<file path="config.mk">
export PLATFORM = sky130hd
export DESIGN_NAME = cpu_control
export DESIGN_NICKNAME = d
export VERILOG_FILES = /design/src/rtl/cpu_control.sv
export SDC_FILE = /design/constraint.sdc
export NUM_CORES = 1
export LEC_CHECK = 0
export CAP_MARGIN = 30
export CORE_UTILIZATION = 40
export CTS_BUF_LIST = sky130_fd_sc_hd__clkbuf_8
export DETAILED_ROUTE_END_ITERATION = 8
export PLACE_DENSITY = 0.87
export SLEW_MARGIN = 20
export SYNTH_ARGS = -nofsm -noshare
export SYNTH_HDL_FRONTEND = slang
export SYNTH_SLANG_ARGS = --single-unit
</file>
<file path="constraint.sdc">
create_clock -name clk -period 3.9 [get_ports clk]
set_input_delay 0.78 -clock clk [delete_from_list [all_inputs] [get_ports clk]]
set_output_delay 0.78 -clock clk [all_outputs]
set_load 0.005 [all_outputs]
</file>
<file path="src/rtl/cpu_control.sv">
// ============================================================================
// Module      : cpu_control
// Description : Instruction capture and T-state sequencer for the 16-bit
//               bus-based processor. Decodes register-file, bus-source,
//               A/G enables and ALU operation from the current state and IR.
// Revision    : 1.0  initial release
// ============================================================================
`default_nettype none

module cpu_control #(
  parameter int WORD = 16
) (
  input  logic            clk,
  input  logic            reset,
  input  logic            run,
  input  logic [WORD-1:0] din,
  output logic [8:0]      ir_q,
  output logic [7:0]      r_in,
  output logic [7:0]      r_out,
  output logic            din_out,
  output logic            g_out,
  output logic            a_in,
  output logic            g_in,
  output logic [1:0]      alu_op,
  output logic            done
);

  typedef enum logic [1:0] {
    T0 = 2'd0,
    T1 = 2'd1,
    T2 = 2'd2,
    T3 = 2'd3
  } state_t;

  localparam logic [2:0] OP_MV  = 3'b000;
  localparam logic [2:0] OP_MVI = 3'b001;
  localparam logic [2:0] OP_ADD = 3'b010;
  localparam logic [2:0] OP_SUB = 3'b011;

  state_t     state;
  logic [8:0] ir;
  logic [2:0] opcode;
  logic [2:0] rx;
  logic [2:0] ry;
  logic       is_arith;
  logic       unused_din;

  assign opcode   = ir[8:6];
  assign rx       = ir[5:3];
  assign ry       = ir[2:0];
  assign is_arith = (opcode == OP_ADD) || (opcode == OP_SUB);
  assign ir_q     = ir;

  // Upper data bits only matter to the datapath (mvi immediate), not here.
  assign unused_din = ^din[WORD-1:9];

  // Sequencer: capture the instruction in T0, then walk the T-states.
  // Two-step instructions return to T0 from T1; add/sub continue to T3.
  always_ff @(posedge clk) begin
    if (reset) begin
      state <= T0;
      ir    <= 9'd0;
    end else begin
      case (state)
        T0: begin
          if (run) begin
            ir    <= din[8:0];
            state <= T1;
          end
        end
        T1:      state <= is_arith ? T2 : T0;
        T2:      state <= is_arith ? T3 : T0;
        default: state <= T0;
      endcase
    end
  end

  // Control decode from state and IR; reset forces every control low.
  always_comb begin
    r_in    = 8'd0;
    r_out   = 8'd0;
    din_out = 1'b0;
    g_out   = 1'b0;
    a_in    = 1'b0;
    g_in    = 1'b0;
    alu_op  = 2'b00;
    done    = 1'b0;
    if (!reset) begin
      case (state)
        T1: begin
          case (opcode)
            OP_MV: begin
              r_out = 8'd1 << ry;
              r_in  = 8'd1 << rx;
              done  = 1'b1;
            end
            OP_MVI: begin
              din_out = 1'b1;
              r_in    = 8'd1 << rx;
              done    = 1'b1;
            end
            OP_ADD, OP_SUB: begin
              r_out = 8'd1 << rx;
              a_in  = 1'b1;
            end
            default: done = 1'b1;
          endcase
        end
        T2: begin
          if (is_arith) begin
            r_out  = 8'd1 << ry;
            g_in   = 1'b1;
            alu_op = (opcode == OP_ADD) ? 2'b01 : 2'b10;
          end
        end
        T3: begin
          if (is_arith) begin
            g_out = 1'b1;
            r_in  = 8'd1 << rx;
            done  = 1'b1;
          end
        end
        default: ;
      endcase
    end
  end

endmodule

`default_nettype wire

</file>
==> reports/results.ini, run 1 <==
[outcome]
status = finished clean

[floorplanning]
initial_core_util_pct = 44.8
core-area_um2 = 1800
dieArea_um2 = 2200
die_w_um = 46.9
die_h_um = 46.9
ioPinCount = 51
rows = 15

[placement]
gp_congestion = 0.789
dp_hpwl_mm = 1.70
dpl-instance-area_um2 = 1260
port_buffers = 43
placed_cells = 171

[clock_network]
path_clk_slew_ns = 0.05
cts_buffer_depth = 2
root_buffer = clkbuf_8
post_cts_resized = 0
numCtsBuffers = 3
clk_latency_ns = 0.23
cts_sinks = 11
cts-hold-fix-buffers = 0
tritoncts = built
cts_setup_buffers = 0
htreeDepth = 1

[min_path]
min_path_type = reg2reg
hold_depth = 2

[detailed_routing]
wl_per_cell_um = 12.1
vias_per_cell = 5.33
drc = 0
ant_nets = 0
drtIter0Drc = 18
vias = 933
wirelength_mm = 2.12
dr.pass1.iters = 4

[run]
max_cap_viol_count = 0

[global_routing]
grt_pass1_wl_mm = 3.31
gr-total-overflow = 0
grt_use_met3_pct = 1.15
grt_start_max_net_pins = 13
grt_antenna_before_repair = 0
grt_use_met1_pct = 26.2
grt_usage_pct = 20.6
grt_pass1_vias = 794
use_met2_pct = 35.6
grt.busiest_layer = met2

[yosys]
synth-edff-count = 0
yosysWarnings = 0
syn_inst = 105
syn_area_um2 = 807
synth_seq_area_share_pct = 27.3
ys_ff_latch = 11
syn_avg_cell_area_um2 = 7.69
synth_common_cells = nand2_1 (23), nor2_1 (13), a21oi_1 (11), dfxtp_1 (11)
netlist_top_cells_area = dfxtp_1 (27%), nand2_1 (11%), a21oi_1 (6.8%)
synth-async-reset-ratio_pct = 0
synth_top_area_share_pct = 27.3
yosysTopAreaCell = dfxtp_1
synth_cell_types = 27
synthesis.nets = 128
synthFlopType = dfxtp_1
yosysMostFrequentCell = nand2_1

[critical_path]
regToRegStartpoint = state[1]$_SDFFE_PP0P_
setup.worst_path.end = r_out[1]
endpoint_kind = output port
ff2ff_path_depth = 5
rr_endpoint = state[1]$_SDFFE_PP0P_
path_max_fanout = 6
rrSetupSlack_ns = 2.31
critPathKind = in2out
setup.worst_path.start = reset
crit_arrival_ns = 2.61
start_kind = input port
worstPathRequired_ns = 3.12

[sta]
finalSetupViolations = 0
final_period_minus_worst_setup_slack_ns = 3.39
slew_viol_final = 0
slew_headroom_pct = 70.3
fmax_ghz = 0.295
timing.final.crit_share_pct = 87.0
rsz0062_at_grt = no
finClkSkew_ns = 0.000920
holdWs_ns = 0.493
hold_viol_final = 0
finalSetupTns_ns = 0
tightest_slew_ns = 0.445

[power]
leakage_nw = 0.463
power_mw = 0.306
vdd_drop_max_mv = 0.194
powerDensity_nw_per_um2 = 234

[layout]
diodes = 0
area_delta_synth_final_pct = 61.9
num-nets-final = 174
nFillCells = 153
layout.cells.non_filler = 175
fin_area_um2 = 1310
drive_gt1_share_pct = 9.33

==> flip-flops by register name, indices dropped and copies added, names as in the netlist <==
name and count:
ir_q 9, state 2
==> layout by cell type (no fill, tap or decap), drive strengths merged, types with 3 or more instances in the layout <==
master	count
clkbuf	3
ha	4
clkdlybuf4s50	43
a21oi	11
and2	6
nand2b	5
inv	4
nor2	13
and4bb	3
o22ai	6
nand2	23
dfxtp	11
==> area by class of cell <==
type | instances | area [um^2] | area share (%)
sequential | 11 | 220 | 16.9
clock inverter | 1 | 3.75 | 0.287
tap | 25 | 31.3 | 2.39
timing repair buffer | 44 | 438 | 33.5
clock buffer | 3 | 41.3 | 3.16
multi-input combinational | 88 | 561 | 42.9
inverter | 3 | 11.3 | 0.862
==> where the power goes <==
part	internal, mW	switching, mW
Clock	0.0688	0.0392
Sequential	0.120	0.0117
Combinational	0.0382	0.0289
==> worst max-delay path, cell delays in order <==
cell             delay (ns)
clkdlybuf4s50_1        0.50
and4bb_4               0.39
nand3b_1               0.16
o22ai_1                0.24
clkdlybuf4s50_1        0.53
==> logic make-up (layout without fill, tap and decap cells) <==
| family | count (synthesis) | count (layout) | synth area share, % |
|---|---|---|---|
| flops | 11 | 11 | 27.3 |
| simple gates | 60 | 60 | 40.3 |
| buf+inv | 6 | 51 | 3.26 |
| compound gates | 22 | 22 | 20.3 |
| fa+ha+maj | 4 | 4 | 6.20 |
| mux | 2 | 2 | 2.64 |
==> worst min path at each step <==
stage          slack, ns                  start                    end
5_1_grt             0.53  state[0]$_SDFFE_PP0P_  state[0]$_SDFFE_PP0P_
3_3_place_gp        0.48  state[1]$_SDFFE_PP0P_  state[1]$_SDFFE_PP0P_
6_report            0.49  state[0]$_SDFFE_PP0P_  state[0]$_SDFFE_PP0P_
3_5_place_dp        0.49  state[0]$_SDFFE_PP0P_  state[0]$_SDFFE_PP0P_
4_1_cts             0.50  state[0]$_SDFFE_PP0P_  state[0]$_SDFFE_PP0P_
2_1_floorplan       0.46  state[1]$_SDFFE_PP0P_  state[1]$_SDFFE_PP0P_
==> layer usage <==
metal / wire (um) / share of wire [%]
met1: 933 / 44
met2: 1050 / 50
met3: 93 / 4.4
met4: 34 / 1.6
met5: 0 / 0
==> through the flow <==
stage	utilization, %	worst slack, ns
after floorplan	-	1.66
after global routing	72.5	0.387
final	72.5	0.506
after global placement	70.0	0.521
after CTS	72.5	0.524
after detailed placement	70.0	0.533
Note: power is estimated with default switching activity, not from simulation.
==> run 2: changes to the inputs <==
SETUP_SLACK_MARGIN = 0.05   (was not set)
==> results of run 2 <==
Same layout as run 1: the final DEF is identical, and so are final timing and power.
